**config.mk**
```make
export PLATFORM = sky130hd
export DESIGN_NAME = mod3_frame_tx
export DESIGN_NICKNAME = d
export VERILOG_FILES = /design/src/rtl/mod3_frame_tx.sv
export SDC_FILE = /design/constraint.sdc
export NUM_CORES = 1
export LEC_CHECK = 0
export ABC_CLOCK_PERIOD_IN_PS = 1900
export BUFFER_PORTS_ARGS = -buffer_cell sky130_fd_sc_hd__buf_2
export CORE_UTILIZATION = 30
export DETAILED_ROUTE_END_ITERATION = 10
export SYNTH_ARGS = -nofsm -noshare
export SYNTH_HDL_FRONTEND = slang
export SYNTH_SLANG_ARGS = --single-unit
```
**constraint.sdc**
```tcl
create_clock -name clk -period 1.9 [get_ports clk]
set_input_delay 0.19 -clock clk [delete_from_list [all_inputs] [get_ports clk]]
set_output_delay 0.19 -clock clk [all_outputs]
set_load 0.05 [all_outputs]
```
**src/rtl/mod3_frame_tx.sv**
```systemverilog
// Serial frame transmitter: shifts a WIDTH-bit payload out MSB-first, then a 2-bit
// check field that makes the whole frame, read as an unsigned number, divisible by 3.
module mod3_frame_tx #(
    parameter int WIDTH = 8
) (
    input  logic             clk,
    input  logic             reset,
    input  logic [WIDTH-1:0] data_i,
    input  logic             valid_i,
    output logic             ready_o,
    input  logic             tx_en_i,
    output logic             tx_o,
    output logic             tx_valid_o,
    output logic             sof_o,
    output logic             eof_o,
    output logic [1:0]       dbg_state_o
);

    // Handshake: a word transfers on a rising edge where valid_i && ready_o; ready_o
    // is high only in IDLE, and the upstream holds data_i/valid_i until that edge.

    localparam int CW = (WIDTH > 1) ? $clog2(WIDTH) : 1;
    localparam logic [CW-1:0] CNT_MAX = CW'(WIDTH - 1);
    localparam logic [CW-1:0] CNT_ONE = CW'(1);
    localparam logic [CW-1:0] CNT_ZERO = '0;

    typedef enum logic [1:0] {
        S_IDLE  = 2'd0,
        S_DATA  = 2'd1,
        S_CHECK = 2'd2
    } state_t;

    state_t           r_state;
    logic [WIDTH-1:0] r_shift;
    logic [1:0]       r_res;
    logic [CW-1:0]    r_cnt;

    logic [1:0]       w_res_next;
    logic [1:0]       w_chk;
    logic             w_bit;

    // Residue update (2*r + b) mod 3; r never holds 3.
    always_comb begin
        w_res_next = 2'd0;
        case ({r_res, r_shift[WIDTH-1]})
            3'b000:  w_res_next = 2'd0;
            3'b001:  w_res_next = 2'd1;
            3'b010:  w_res_next = 2'd2;
            3'b011:  w_res_next = 2'd0;
            3'b100:  w_res_next = 2'd1;
            3'b101:  w_res_next = 2'd2;
            default: w_res_next = 2'd0;
        endcase
    end

    always_comb begin
        w_chk = 2'b00;
        case (r_res)
            2'd1:    w_chk = 2'b10;
            2'd2:    w_chk = 2'b01;
            default: w_chk = 2'b00;
        endcase
    end

    // In CHECK the counter runs 1 then 0, selecting c[1] then c[0].
    assign w_bit = (r_state == S_DATA) ? r_shift[WIDTH-1]
                                       : (r_cnt[0] ? w_chk[1] : w_chk[0]);

    assign ready_o     = (r_state == S_IDLE);
    assign tx_valid_o  = (r_state != S_IDLE) && tx_en_i;
    assign tx_o        = tx_valid_o && w_bit;
    assign sof_o       = tx_valid_o && (r_state == S_DATA) && (r_cnt == CNT_MAX);
    assign eof_o       = tx_valid_o && (r_state == S_CHECK) && (r_cnt == CNT_ZERO);
    assign dbg_state_o = r_state;

    always_ff @(posedge clk or posedge reset) begin
        if (reset) begin
            r_state <= S_IDLE;
            r_shift <= '0;
            r_res   <= 2'd0;
            r_cnt   <= '0;
        end else begin
            case (r_state)
                S_IDLE: begin
                    if (valid_i) begin
                        r_shift <= data_i;
                        r_res   <= 2'd0;
                        r_cnt   <= CNT_MAX;
                        r_state <= S_DATA;
                    end
                end
                S_DATA: begin
                    if (tx_en_i) begin
                        r_res   <= w_res_next;
                        r_shift <= {r_shift[WIDTH-2:0], 1'b0};
                        if (r_cnt == CNT_ZERO) begin
                            r_cnt   <= CNT_ONE;
                            r_state <= S_CHECK;
                        end else begin
                            r_cnt <= r_cnt - CNT_ONE;
                        end
                    end
                end
                S_CHECK: begin
                    if (tx_en_i) begin
                        if (r_cnt == CNT_ZERO) begin
                            r_state <= S_IDLE;
                        end else begin
                            r_cnt <= r_cnt - CNT_ONE;
                        end
                    end
                end
                default: r_state <= S_IDLE;
            endcase
        end
    end

endmodule

```
==> summary.txt <==
Logic synthesis
  • Simple-Gate Fraction of Synth Area: 0.134
  • Share of the synthesized area in the top cell type: 0.392
  • Synth Net Count: 116
  • Mux cell area share after synthesis: 0.141
  • Cell area after synthesis: 958 µm²
  • Largest family of logic cells by synthesized area: compound AO/OA/AOI/OAI gates
  • Yosys reg bits: 15
  • Synth area leader: dfrtp_1
  • Sequential element share of the synthesized area: 0.392
  • Adder-Cell Fraction of Synth Area: 0.0914
  • Complex-gate fraction of the synthesized area: 0.179
  • Syn Inst Count: 97
  • Yosys cell types: 28
  • Post-Synth XOR/XNOR Area: 0.00914
  • Synth top area cells: dfrtp_1, mux2i_1, ha_1
  • Syn Area/Cell: 9.88 µm²
  • Yosys warning total: 0

Clock network
  • Clk sinks: 15
  • Worst skew pair latency: 0.28 ns
  • Clock transition at path regs: 0.09 ns
  • TritonCTS clock tree: yes
  • # H-tree levels: 1
  • TritonCTS buffer count: 3
  • Root buf cell: clkbuf_4
  • Bufs on Longest Clock Path: 2

Critical path
  • Crit path launch type: flip-flop
  • WP data arrival: 1.61 ns
  • R2R cell count: 6
  • CP Capture Type: primary output
  • Crit Path Max Fanout: 6
  • Worst Path Class, Setup: reg -> out
  • CP Data Required Time: 1.71 ns

Routing
  • Post-DRT Antenna Nets: 0
  • DRT iter0 DRCs: 38
  • Routed len/inst: 11.7 µm
  • First drt pass iteration count: 4
  • Vias: 772
  • # DRC: 0
  • Final WL: 1910 µm
  • Vias/cell: 4.74

Global route
  • Grt ovf: 0
  • Vias in the first global route: 781
  • Pin count of the biggest net entering global routing: 18
  • Gr usage total: 0.134
  • Initial antenna violation count: 0
  • First-pass GRT wire length: 3460 µm

Finish
  • Ant diodes: 0
  • Nets@finish: 139
  • Most common cell after layout, fill and taps aside: buf_2
  • Synthesis-to-finish area growth: 25.7%
  • Fin cells: 163
  • Most frequent cells in the layout: buf_2, dfrtp_1, a21oi_1
  • Share of layout cells above drive strength 1: 0.370
  • Fin area: 0.00120 mm²

Die
  • # rows: 20
  • Core ar.: 0.00305 mm²
  • DIE AREA: 0.00342 mm²
  • Die Height: 58.5 µm
  • Ports: 19
  • Initial core utilization: 0.314
  • Chip width: 58.5 µm

Timing
  • Min cycle time layout: 1.80 ns
  • Max-slew violation count: 0
  • Setup violators final: 0
  • Clock Skew: 0.00233 ns
  • Hold Vio Cnt, Final: 0
  • Max Freq: 0.554 GHz
  • Worst-Margin Slew: 0.587 ns
  • Max_slew headroom: 0.608
  • Final worst path period share: 0.950
  • RSZ-0062 raised after global routing: yes

Placed design
  • GP Congestion: 0.732
  • Hpwl dp: 1450 µm
  • Placed inst area: 0.00114 mm²
  • Port buffer count: 18
  • Dpl cells: 158

Worst hold path
  • Worst hold path class: in -> reg
  • Hold path depth: 3

Run status
  • Outcome: complete, no violations

Power
  • Worst vdd ir: 0.804 mV
  • Pwr/cell area: 2000 mW/mm²
  • Leak Pwr: 0.539 nW

Flow run
  • Max-Cap Viols: 0
## worst max-delay path, stage by stage (launching register included)
cell and delay (ns):
dfrtp_2 0.44, inv_2 0.10, ha_2 0.26, inv_1 0.10, nor2_2 0.16, nor3b_4 0.06
clkbuf_4 0.22
## layout make-up
class	instances	area, µm²
well taps	44	55.1
multi-input cells	70	592
repair buffers	21	120
inverters	9	33.8
fillers	321	1850
flip-flops and latches	15	378
clock buffers	4	26.3
## flip-flops by register name, summed over array words and instances (netlist names)
register / count
r_shift: 8
r_cnt: 3
dbg_state_o: 2
r_res: 2
## power breakdown
group	switching, mW	leakage, nW	total [mW]	internal (mW)
combinational	0.928	0.352	1.62	0.688
sequential	0.127	0.172	0.610	0.483
clock	0.0993	0.0150	0.181	0.0814
total	1.15	0.539	2.41	1.25
## final timing paths
check                                                   to  slack (ns)                       start
min in group asynchronous           r_shift[5]$_DFFE_PP0P_        0.51                       reset
worst max register to register        r_cnt[2]$_DFFE_PP0P_        0.13  dbg_state_o[0]$_DFFE_PP0P_
worst min-delay path                r_shift[4]$_DFFE_PP0P_        0.21                   data_i[4]
max in group asynchronous       dbg_state_o[0]$_DFFE_PP0P_        0.97                       reset
worst max-delay path                                  tx_o         0.1  dbg_state_o[1]$_DFFE_PP0P_
worst min register to register      r_shift[2]$_DFFE_PP0P_        0.54      r_shift[2]$_DFFE_PP0P_
## metrics by stage
| step | power [mW] | setup TNS (ns) | worst slack, ns | util | hold slack (ns) |
|---|---|---|---|---|---|
| after floorplan | 1.89 | -0.0694 | -0.0694 | - | 0.0913 |
| after global placement | 2.15 | 0 | 0.147 | 0.373 | 0.286 |
| after detailed placement | 2.19 | 0 | 0.127 | 0.373 | 0.285 |
| after CTS | 2.39 | 0 | 0.0192 | 0.386 | 0.200 |
| after global routing | 2.65 | -0.0229 | -0.0153 | 0.395 | 0.211 |
| final | 2.41 | 0 | 0.0956 | 0.395 | 0.209 |
## synthesized netlist by cell type, drive strengths merged
cell type  number
nor2b           4
o2bb2ai         1
buf             3
nor2           11
mux2            4
xor2            1
o221ai          2
dfrtp          15
a211oi          1
mux2i           9
inv             9
nand2b          1
a32o            1
and4            1
nand2           3
o311ai          1
a21o            1
and3            1
a22o            1
nand3           1
o21ai           5
a21oi          11
ha              7
nor3b           2
a2bb2oi         1
## kinds of logic after synthesis
kind of cell,after synthesis
compound gates,25
xor+xnor,1
fa+ha+maj,7
buf+inv,12
flops,15
mux,13
simple gates,24
## repair_timing
item                       4_1_cts  5_1_grt
buffers inserted                 0        0
hold buffers                     1        0
gates resized for setup          2        6
setup endpoints to repair        2        5
hold endpoints to repair        15        0
cloned                           0        0
## metal layers
metal,GRT usage,vias to the layer above,share of wire
li1,-,383,-
met1,0.173,373,0.47
met2,0.223,14,0.50
met3,0.0198,2,0.024
met4,0.0612,0,0.0068
met5,0,-,0
Power figures use the tool's default switching activity.
